## src/rtl/alu_pkg.sv

```systemverilog
// Shared opcodes, FSM state encoding and divide-by-zero policy for the
// execute-stage ALU with iterative multiply/divide.
package alu_pkg;

  localparam logic [3:0] OP_AND   = 4'd0;
  localparam logic [3:0] OP_OR    = 4'd1;
  localparam logic [3:0] OP_ADD   = 4'd2;
  localparam logic [3:0] OP_SUB   = 4'd3;
  localparam logic [3:0] OP_XOR   = 4'd4;
  localparam logic [3:0] OP_SLTU  = 4'd5;
  localparam logic [3:0] OP_SLT   = 4'd6;
  localparam logic [3:0] OP_NOR   = 4'd7;
  localparam logic [3:0] OP_SLL   = 4'd8;
  localparam logic [3:0] OP_SRL   = 4'd9;
  localparam logic [3:0] OP_SRA   = 4'd10;
  localparam logic [3:0] OP_MULT  = 4'd11;
  localparam logic [3:0] OP_MULTU = 4'd12;
  localparam logic [3:0] OP_DIV   = 4'd13;
  localparam logic [3:0] OP_DIVU  = 4'd14;
  localparam logic [3:0] OP_RSVD  = 4'd15;

  typedef enum logic [1:0] {
    S_IDLE = 2'd0,
    S_ITER = 2'd1,
    S_FIX  = 2'd2
  } state_e;

  // Divide by zero: quotient saturates to all-ones, remainder returns the dividend.
  localparam logic DIV0_LO_ONES     = 1'b1;
  localparam logic DIV0_HI_DIVIDEND = 1'b1;

  function automatic logic is_muldiv(input logic [3:0] op);
    return (op >= OP_MULT) && (op <= OP_DIVU);
  endfunction

  function automatic logic is_div_op(input logic [3:0] op);
    return (op == OP_DIV) || (op == OP_DIVU);
  endfunction

  function automatic logic is_signed_op(input logic [3:0] op);
    return (op == OP_MULT) || (op == OP_DIV);
  endfunction

endpackage

```

## src/rtl/alu_muldiv_iter.sv

```systemverilog
// Radix-2 unsigned engine: shift/add multiplier and restoring divider sharing
// one adder. Loaded on start, advances one step per cycle while step_en.
module alu_muldiv_iter import alu_pkg::*; #(
  parameter int WIDTH = 32
) (
  input  logic             clk,
  input  logic             rst_n,
  input  logic             start,
  input  logic             is_div,
  input  logic [WIDTH-1:0] opa,
  input  logic [WIDTH-1:0] opb,
  input  logic             step_en,
  output logic             done,
  output logic [WIDTH-1:0] res_hi,
  output logic [WIDTH-1:0] res_lo
);

  localparam int CW = $clog2(WIDTH) + 1;

  logic [WIDTH-1:0] acc_q, acc_d, mq_q, mq_d, dvs_q, dvs_d;
  logic [CW-1:0]    cnt_q, cnt_d;
  logic             is_div_q, is_div_d;

  logic [WIDTH:0]   shifted, add_x, add_y;
  logic [WIDTH+1:0] sum;

  // Divide: shifted partial remainder minus divisor; carry out means no borrow.
  // Multiply: accumulator plus multiplicand when the current multiplier bit is set.
  always_comb begin
    shifted = {acc_q, mq_q[WIDTH-1]};
    add_x   = is_div_q ? shifted : {1'b0, acc_q};
    add_y   = is_div_q ? ~{1'b0, dvs_q} : (mq_q[0] ? {1'b0, dvs_q} : '0);
    sum     = {1'b0, add_x} + {1'b0, add_y} + {{(WIDTH+1){1'b0}}, is_div_q};
  end

  always_comb begin
    acc_d    = acc_q;
    mq_d     = mq_q;
    dvs_d    = dvs_q;
    cnt_d    = cnt_q;
    is_div_d = is_div_q;
    if (start) begin
      acc_d    = '0;
      mq_d     = opa;
      dvs_d    = opb;
      cnt_d    = '0;
      is_div_d = is_div;
    end else if (step_en) begin
      cnt_d = cnt_q + 1'b1;
      if (is_div_q) begin
        if (sum[WIDTH+1]) begin
          acc_d = sum[WIDTH-1:0];
          mq_d  = {mq_q[WIDTH-2:0], 1'b1};
        end else begin
          acc_d = shifted[WIDTH-1:0];
          mq_d  = {mq_q[WIDTH-2:0], 1'b0};
        end
      end else begin
        acc_d = sum[WIDTH:1];
        mq_d  = {sum[0], mq_q[WIDTH-1:1]};
      end
    end
  end

  always_ff @(posedge clk or negedge rst_n) begin
    if (!rst_n) begin
      acc_q    <= '0;
      mq_q     <= '0;
      dvs_q    <= '0;
      cnt_q    <= '0;
      is_div_q <= 1'b0;
    end else begin
      acc_q    <= acc_d;
      mq_q     <= mq_d;
      dvs_q    <= dvs_d;
      cnt_q    <= cnt_d;
      is_div_q <= is_div_d;
    end
  end

  // High during the cycle that performs the final step.
  assign done   = (cnt_q == CW'(WIDTH - 1));
  assign res_hi = acc_q;
  assign res_lo = mq_q;

endmodule

```

## src/rtl/alu_muldiv.sv

```systemverilog
// Execute-stage ALU: single-cycle ops plus iterative mul/div into HI/LO.
// Handshake: an op transfers when in_valid && in_ready; out_valid is a one-cycle pulse with no backpressure.
module alu_muldiv import alu_pkg::*; #(
  parameter int WIDTH = 32
) (
  input  logic             clk,
  input  logic             rst_n,
  input  logic             in_valid,
  output logic             in_ready,
  input  logic [3:0]       op,
  input  logic [WIDTH-1:0] a,
  input  logic [WIDTH-1:0] b,
  input  logic             flush,
  output logic             out_valid,
  output logic [WIDTH-1:0] result,
  output logic             zero,
  output logic             ovf,
  output logic [WIDTH-1:0] hi,
  output logic [WIDTH-1:0] lo,
  output state_e           dbg_state
);

  localparam int SHW = $clog2(WIDTH);

  state_e           state_q, state_d;
  logic [WIDTH-1:0] result_q, result_d, hi_q, hi_d, lo_q, lo_d, a_q, a_d;
  logic             zero_q, zero_d, ovf_q, ovf_d, out_valid_q, out_valid_d;
  logic             is_div_q, is_div_d, neg_res_q, neg_res_d, neg_rem_q, neg_rem_d;
  logic             b_zero_q, b_zero_d;

  logic             accept, iter_start, iter_done, sgn;
  logic [WIDTH-1:0] a_mag, b_mag, it_hi, it_lo;
  logic [WIDTH-1:0] sum, diff, alu_res, quo, rem;
  logic             alu_ovf;
  logic [2*WIDTH-1:0] prod_mag, prod;

  assign in_ready   = (state_q == S_IDLE) && !flush;
  assign accept     = in_valid && in_ready;
  assign iter_start = accept && is_muldiv(op);
  assign sgn        = is_signed_op(op);
  assign a_mag      = (sgn && a[WIDTH-1]) ? -a : a;
  assign b_mag      = (sgn && b[WIDTH-1]) ? -b : b;

  alu_muldiv_iter #(.WIDTH(WIDTH)) u_iter (
    .clk     (clk),
    .rst_n   (rst_n),
    .start   (iter_start),
    .is_div  (is_div_op(op)),
    .opa     (a_mag),
    .opb     (b_mag),
    .step_en (state_q == S_ITER),
    .done    (iter_done),
    .res_hi  (it_hi),
    .res_lo  (it_lo)
  );

  assign sum  = a + b;
  assign diff = a - b;

  always_comb begin
    alu_res = '0;
    alu_ovf = 1'b0;
    case (op)
      OP_AND:  alu_res = a & b;
      OP_OR:   alu_res = a | b;
      OP_ADD: begin
        alu_res = sum;
        alu_ovf = (a[WIDTH-1] == b[WIDTH-1]) && (sum[WIDTH-1] != a[WIDTH-1]);
      end
      OP_SUB: begin
        alu_res = diff;
        alu_ovf = (a[WIDTH-1] != b[WIDTH-1]) && (diff[WIDTH-1] != a[WIDTH-1]);
      end
      OP_XOR:  alu_res = a ^ b;
      OP_SLTU: alu_res = {{(WIDTH-1){1'b0}}, (a < b)};
      OP_SLT:  alu_res = {{(WIDTH-1){1'b0}}, ($signed(a) < $signed(b))};
      OP_NOR:  alu_res = ~(a | b);
      OP_SLL:  alu_res = a << b[SHW-1:0];
      OP_SRL:  alu_res = a >> b[SHW-1:0];
      OP_SRA:  alu_res = $signed(a) >>> b[SHW-1:0];
      default: alu_res = '0;
    endcase
  end

  // Sign fix-up of the unsigned engine output.
  always_comb begin
    prod_mag = {it_hi, it_lo};
    prod     = neg_res_q ? -prod_mag : prod_mag;
    quo      = neg_res_q ? -it_lo : it_lo;
    rem      = neg_rem_q ? -it_hi : it_hi;
  end

  always_comb begin
    state_d     = state_q;
    result_d    = result_q;
    zero_d      = zero_q;
    ovf_d       = ovf_q;
    out_valid_d = 1'b0;
    hi_d        = hi_q;
    lo_d        = lo_q;
    a_d         = a_q;
    is_div_d    = is_div_q;
    neg_res_d   = neg_res_q;
    neg_rem_d   = neg_rem_q;
    b_zero_d    = b_zero_q;
    if (flush) begin
      state_d = S_IDLE;
    end else begin
      case (state_q)
        S_IDLE: begin
          if (accept) begin
            if (is_muldiv(op)) begin
              state_d   = S_ITER;
              a_d       = a;
              is_div_d  = is_div_op(op);
              neg_res_d = sgn && (a[WIDTH-1] ^ b[WIDTH-1]);
              neg_rem_d = sgn && a[WIDTH-1];
              b_zero_d  = (b == '0);
            end else begin
              result_d    = alu_res;
              zero_d      = (alu_res == '0);
              ovf_d       = alu_ovf;
              out_valid_d = 1'b1;
            end
          end
        end
        S_ITER: begin
          if (iter_done) state_d = S_FIX;
        end
        S_FIX: begin
          state_d = S_IDLE;
          if (is_div_q) begin
            if (b_zero_q) begin
              lo_d = DIV0_LO_ONES ? '1 : '0;
              hi_d = DIV0_HI_DIVIDEND ? a_q : '0;
            end else begin
              lo_d = quo;
              hi_d = rem;
            end
          end else begin
            hi_d = prod[2*WIDTH-1:WIDTH];
            lo_d = prod[WIDTH-1:0];
          end
          result_d    = lo_d;
          zero_d      = (lo_d == '0);
          ovf_d       = 1'b0;
          out_valid_d = 1'b1;
        end
        default: state_d = S_IDLE;
      endcase
    end
  end

  always_ff @(posedge clk or negedge rst_n) begin
    if (!rst_n) begin
      state_q     <= S_IDLE;
      result_q    <= '0;
      zero_q      <= 1'b1;
      ovf_q       <= 1'b0;
      out_valid_q <= 1'b0;
      hi_q        <= '0;
      lo_q        <= '0;
      a_q         <= '0;
      is_div_q    <= 1'b0;
      neg_res_q   <= 1'b0;
      neg_rem_q   <= 1'b0;
      b_zero_q    <= 1'b0;
    end else begin
      state_q     <= state_d;
      result_q    <= result_d;
      zero_q      <= zero_d;
      ovf_q       <= ovf_d;
      out_valid_q <= out_valid_d;
      hi_q        <= hi_d;
      lo_q        <= lo_d;
      a_q         <= a_d;
      is_div_q    <= is_div_d;
      neg_res_q   <= neg_res_d;
      neg_rem_q   <= neg_rem_d;
      b_zero_q    <= b_zero_d;
    end
  end

  assign out_valid = out_valid_q;
  assign result    = result_q;
  assign zero      = zero_q;
  assign ovf       = ovf_q;
  assign hi        = hi_q;
  assign lo        = lo_q;
  assign dbg_state = state_q;

endmodule

```

## config.mk

```make
export PLATFORM = sky130hd
export DESIGN_NAME = alu_muldiv
export DESIGN_NICKNAME = d
export VERILOG_FILES = /design/src/rtl/alu_pkg.sv /design/src/rtl/alu_muldiv_iter.sv /design/src/rtl/alu_muldiv.sv
export SDC_FILE = /design/constraint.sdc
export NUM_CORES = 1
export LEC_CHECK = 0
export BUFFER_PORTS_ARGS = -buffer_cell sky130_fd_sc_hd__buf_4
export CAP_MARGIN = 20
export CORE_AREA = 8 8 244 293
export DETAILED_ROUTE_END_ITERATION = 12
export DIE_AREA = 0 0 252 301
export GPL_TIMING_DRIVEN = 0
export SLEW_MARGIN = 20
export SYNTH_ARGS = -nofsm -noshare
export SYNTH_HDL_FRONTEND = slang
export SYNTH_SLANG_ARGS = --single-unit
export TNS_END_PERCENT = 5
```

## constraint.sdc

```tcl
create_clock -name clk -period 5.09 [get_ports clk]
set_input_delay 0.2545 -clock clk [delete_from_list [all_inputs] [get_ports clk]]
set_output_delay 0.2545 -clock clk [all_outputs]
set_load 0.01 [all_outputs]
```

Word-level counts from Yosys, hierarchy flattened

Cells that the tools add are included.

Bits in registers: 240
Input port bits: 72
Output and inout port bits: 102
Logic and storage cells: 133

Add/sub/neg operators: 10
Order comparisons: 4
Equality and inequality tests: 25
Shifts and indexed selects: 3
Muxes and demuxes: 44
Bitwise operators: 7
Reduce and logical (&&, ||, !) cells: 23

Operators with widths:

| operator             | number |
|---|---|
| $mux W32             | 20 |
| $pmux W32 S11        | 1 |
| $neg A32 Y32         | 4 |
| $logic_not A32 Y1    | 3 |
| $mux W33             | 2 |
| $lt A32 B32 Y1       | 2 |
| $mux W64             | 1 |
| $neg A64 Y64         | 1 |
| $pmux W32 S2         | 1 |
| $add A33 B33 Y34     | 1 |
| $add A34 B1 Y34      | 1 |
| $not A32 Y33         | 1 |
| $add A32 B32 Y32     | 1 |
| $and A32 B32 Y32     | 1 |
| $not A32 Y32         | 1 |
| $or A32 B32 Y32      | 1 |
| $shl A32 B5 Y32      | 1 |
| $shr A32 B5 Y32      | 1 |
| $sshr A32 B5 Y32     | 1 |
| $sub A32 B32 Y32     | 1 |
| $xor A32 B32 Y32     | 1 |
| $eq A4 B4 Y1 const B | 6 |
| $eq A4 B3 Y1 const B | 4 |
| $mux W6              | 2 |
| 28 further kinds     | 57 |

Logic depth before layout (Yosys ltp)

Word-level depth: 8
Depth in mapped cells: 20
Gate-level depth less buffers: 18

Modules after synthesis

A second synthesis with hierarchy kept.

Cells, all modules: 3480
Area, all modules: 26596.8 µm²

By module, submodules not included:

| module          | times used | cells each | area an instance (µm²) | seq. area each (µm²) |
|---|---|---|---|---|
| alu_muldiv      | 1          | 2594       | 19072.0                | 3429.5 |
| alu_muldiv_iter | 1          | 886        | 7524.7                 | 2577.5 |

Worst setup path after synthesis

OpenSTA, ideal clock, no wires.

Path type: in2reg
Start point: in b[3]
End point: reg result_q[30], in the netlist result[30]
Setup time: 0.126 ns
Data arrival time: 4.755 ns
Setup slack: 0.209 ns
Cell stages on the path: 18
Path buffers: 5
Path through: buf_2 inv_1 buf_2 buf_1 buf_1 ha_1 clkbuf_1 nor3_1 o21ai_0 a21o_1 a2111o_1 a2111oi_1 o21a_1 a221oi_1 a21boi_0 nor3_1 or4_1 a221o_1

Longest elaborated chain between the ends: 5
Elaborated cells between the ends (all ways): 9
Classes of those cells: 2 x add/sub; 3 x shift; 4 x mux

RTL lines:

| element                                  | RTL line          | source |
|---|---|---|
| from (decl)                              | alu_muldiv.sv:12  | `input logic [WIDTH-1:0] b,` |
| $sub A32 B32 Y32 (tied with other cells) | alu_muldiv.sv:58  | `assign diff = a - b;` |
| $pmux W32 S11 *                          | alu_muldiv.sv:63  | `case (op)` |
| $mux W32 *                               | alu_muldiv.sv:112 | `if (is_muldiv(op)) begin` |
| $mux W32 *                               | alu_muldiv.sv:111 | `if (accept) begin` |
| $pmux W32 S2 *                           | alu_muldiv.sv:109 | `case (state_q)` |
| to (signal assigned)                     | alu_muldiv.sv:170 | `result_q <= result_d;` |
| to (decl)                                | alu_muldiv.sv:26  | `logic [WIDTH-1:0] result_q, result_d, hi_q, hi_d, lo_q, lo_d, a_q, a_d;` |

Mark *: on every way between the ends. The rest lies on a longest branch, timed or not. The select of a mux whose other input is x is not followed.
A chain may end at the register's enable or synchronous reset.

Worst setup path after layout

Start point: in b[1]
End point: reg u_iter.dvs_q[26]

Longest elaborated chain between the ends: 2

RTL lines:

| element              | RTL line              | source |
|---|---|---|
| $neg A32 Y32         | alu_muldiv.sv:42      | `assign b_mag = (sgn && b[WIDTH-1]) ? -b : b;` |
| $mux W32             | alu_muldiv.sv:42      |  |
| to (signal assigned) | alu_muldiv_iter.sv:75 | `dvs_q <= dvs_d;` |
| to (decl)            | alu_muldiv_iter.sv:20 | `logic [WIDTH-1:0] acc_q, acc_d, mq_q, mq_d, dvs_q, dvs_d;` |

No other way between the ends.

==> run_results.csv <==
group,metric,value,unit
floorplanning,die_w,252,um
cts,htree_num_levels,1,
synthesis,netlist_area,26400,um2
timing,fmax,186,MHz
synthesis,yosysUniqueCellTypes,97,
floorplanning,dieHeight,301,um
routing,routed_wl,158,mm
timing,worst_slack,-0.275,ns
routing,drt_iter0_drc,3628,
synthesis,synth_ff_type,"dfrtp_1",
run,maxCapViolCount,0,
timing,tns,-0.796,ns
cts,cts-root-buf,"clkbuf_16",
timing,fin_crit,5.36,ns
setup_path,crit_required,5.51,ns
cts,cts_tree,"built",
outcome,status,"complete, but fails checks",
finish,num-fill-cells,6881,
placement,portBuffers,172,
setup_path,cpPeakStageDelay,0.79,ns
cts,clk_pin_slew,0.06,ns
routing,ant_nets,0,
floorplanning,die_area,75900,um2
placement,place_area,28900,um2
setup_path,arrival,5.79,ns
routing,vias_per_cell,6.67,
setup_path,crit_type,"in2reg",
setup_path,crit_family,"simple AND/OR/NAND/NOR gates",
timing,timing.final.crit_share,105,%
grt,grt_pass1_wl,221,mm
pwr,worst_ir_drop_vdd,0.393,mV
synthesis,syn-num-nets,3585,
finish,multiInputGateArea,18800,um2
cts,clock-sinks,240,
synthesis,synth_edf_count,0,
timing,rsz0062_at_grt,"yes",
placement,placed_cells,4450,
pwr,p_leak,12.3,nW
cts,clock_path_buffers,3,
finish,stdcell_count,4490,
grt,antenna_found_initial,13,
setup_path,path_max_fanout,13,
timing,drv_slew,0,
setup_path,cp_common_cell,"buf_4",
synthesis,synthArstFlopShare,100,%
grt,grt_pass1_vias,29000,
outcome,violations,"negative setup slack",
synthesis,synth_warnings,0,
timing,skew,0.0409,ns
routing,wire_per_inst,35.3,um
setup_path,end_kind,"flop",
routing,drc,0,
synthesis,ys_seq_area_share,22.8,%
routing,dr_total_vias,29900,
synthesis,synth-seq-cells,240,
finish,final_area,30100,um2
timing,slew-limit-headroom,13.0,%
floorplanning,rows,104,
setup_path,slowest_stage,"nor3b_1",
setup_path,crit_path_start_kind,"input pin",
floorplanning,core,66600,um2
synthesis,synth_area_per_cell,7.83,um2
placement,hpwl,128,mm
grt,gr-total-overflow,0,
placement,place_ws,-2.49,ns
floorplanning,initial_core_util,39.6,%
pwr,power.density,362,nW/um2
finish,seqCellArea,6010,um2
grt,grt_max_degree,95,
floorplanning,io_pins,174,
finish,final_nets,3775,
hold_path,min_path_type,"in2reg",
routing,firstDrtPassIters,7,
synthesis,syn-instance-count,3372,
finish,postLayoutCoreUtil,45.2,%
timing,setup_viol,6,
timing,hold_viol_final,0,
setup_path,crit_chain,"buf_4 > inv_1 > clkbuf_4 > buf_4 > buf_4 > ha_1 > nand4_1 > nor3_2 > nor3b_1 > nand2_1 > nor4_2 > a31oi_1 > xnor2_1 > o21ai_0",
cts,cts_buffers,27,
setup_path,crit_buf_inv,5,
grt,grt.total_usage,40.3,%
timing,tightestPinTransition,1.30,ns
placement,place.gp.congestion,1.05,
cts,clock_latency,0.60,ns
finish,drive_gt1_share,14.6,%
finish,synthToLayoutAreaGrowth,14.1,%
## cells by family after synthesis
logic type	after synthesis	synth area share, %
AO/OA/AOI/OAI	1081	26.7
XOR/XNOR	153	5.08
adder cells (fa/ha/maj)	141	6.80
buffers and inverters	418	6.77
flip-flops	240	22.8
multiplexers	266	13.0
AND/OR/NAND/NOR	1073	18.9
## layout by cell type (no fill, tap or decap), types with 33 or more instances in the layout
master	instances
nor3_1	76
nor2_1	254
mux2_2	98
nand3_1	80
a22oi_1	55
xnor2_1	125
buf_4	189
mux4_2	45
a211oi_1	39
o22ai_1	35
a21o_1	51
or3_1	34
a21oi_1	183
o211ai_1	52
o21ai_0	341
clkbuf_1	185
mux2i_1	116
inv_1	121
dfrtp_1	239
nand2_1	395
ha_1	136
o31ai_1	34
a31oi_1	33
## metal layers
| layer | vias up | routed length (um) | GRT usage (%) |
|---|---|---|---|
| met1 | 14500 | 56500 | 45.4 |
| met5 | - | 106 | 0 |
| met4 | 16 | 16000 | 32.7 |
| met3 | 611 | 15300 | 10.4 |
| met2 | 1983 | 70400 | 64.1 |
| li1 | 12800 | - | - |
## report_power, final
| part | switching [W] | leakage [nW] | total, W | internal [W] |
|---|---|---|---|---|
| Sequential | 0.000555 | 2.98 | 0.00294 | 0.00239 |
| Combinational | 0.00374 | 8.87 | 0.00586 | 0.00213 |
| Clock | 0.000878 | 0.453 | 0.00209 | 0.00121 |
## cell usage after synthesis (all sizes together) (15+ instances only)
| cell | instances | area [um2] |
|---|---|---|
| a21oi | 187 | 936 |
| mux2i | 116 | 1160 |
| o31ai | 38 | 290 |
| o221ai | 28 | 245 |
| o21ai | 350 | 1750 |
| o211ai | 52 | 390 |
| a221oi | 26 | 234 |
| a211oi | 42 | 320 |
| nor2b | 28 | 175 |
| a21o | 51 | 383 |
| o21a | 18 | 135 |
| o2111ai | 15 | 131 |
| nand3 | 80 | 400 |
| a31oi | 36 | 225 |
| mux2 | 101 | 1150 |
| and2 | 19 | 120 |
| clkbuf | 217 | 888 |
| and3 | 16 | 100 |
| buf | 77 | 434 |
| xor2 | 28 | 245 |
| or3 | 36 | 228 |
| mux4 | 49 | 1120 |
| ha | 137 | 1710 |
| o22ai | 35 | 219 |
| a221o | 25 | 254 |
| nand2 | 395 | 1480 |
| nand2b | 29 | 181 |
| nor3 | 84 | 420 |
| dfrtp | 239 | 5980 |
| or2 | 21 | 131 |
| nor2 | 257 | 970 |
| xnor2 | 125 | 1090 |
| a22oi | 55 | 413 |
| nand4 | 29 | 181 |
| inv | 123 | 462 |
| nor4 | 34 | 213 |
## final timing paths
kind / slack (ns) / start / cells past startpoint / to
worst max-delay path: -0.27 / b[1] / 14 / u_iter.dvs_q[26]$_DFFE_PN0P_
worst min-delay path: 0.03 / b[31] / 3 / u_iter.dvs_q[31]$_DFFE_PN0P_
worst max register to register: 0.19 / u_iter.is_div_q$_DFFE_PN0P_ / 17 / u_iter.res_hi[18]$_DFFE_PN0P_
worst min register to register: 0.48 / lo[13]$_DFFE_PN0P_ / 1 / lo[13]$_DFFE_PN0P_
max in group asynchronous: 3.60 / rst_n / 4 / result[8]$_DFFE_PN0P_
min in group asynchronous: 0.20 / rst_n / 2 / u_iter.res_hi[5]$_DFFE_PN0P_
## stage by stage
stage	total power, W	hold slack [ns]
after floorplan	0.00639	-0.0411
after global placement	0.00856	0.463
after detailed placement	0.00856	0.206
after CTS	0.0107	0.00908
after global routing	0.0114	0.0584
final	0.0109	0.0297
## layout make-up
type,instances,share of cell area [%]
inverter,124,1.57
sequential,240,19.9
buffer,272,4.29
clock buffer,37,2.53
clock inverter,12,0.536
antenna,7,0.0582
timing repair buffer,183,4.74
multi-input combinational,2714,62.6
tap,901,3.74
## timing repair
item,in CTS,in global routing
hold buffers,2,0
pin swaps,1,2
endpoints found under the setup margin,65,44
gates resized for setup,57,34
buffers inserted,2,2
hold endpoints to repair,56,0
## sequential cells by signal, indices dropped and copies added (netlist names)
signal and count:
hi 32, neg_rem_q 1, u_iter.is_div_q 1, u_iter.cnt_q 6, u_iter.res_lo 32, dbg_state 2, lo 32, out_valid 1
b_zero_q 1, a_q 32, neg_res_q 1, u_iter.res_hi 32, result 32, is_div_q 1, zero 1, u_iter.dvs_q 32
ovf 1
## worst min-delay path, stage by stage
cell and delay [ns]:
buf_4 0.16, nand3_1 0.09, nand2_1 0.05
No activity file was read; power rests on OpenSTA's default activity.
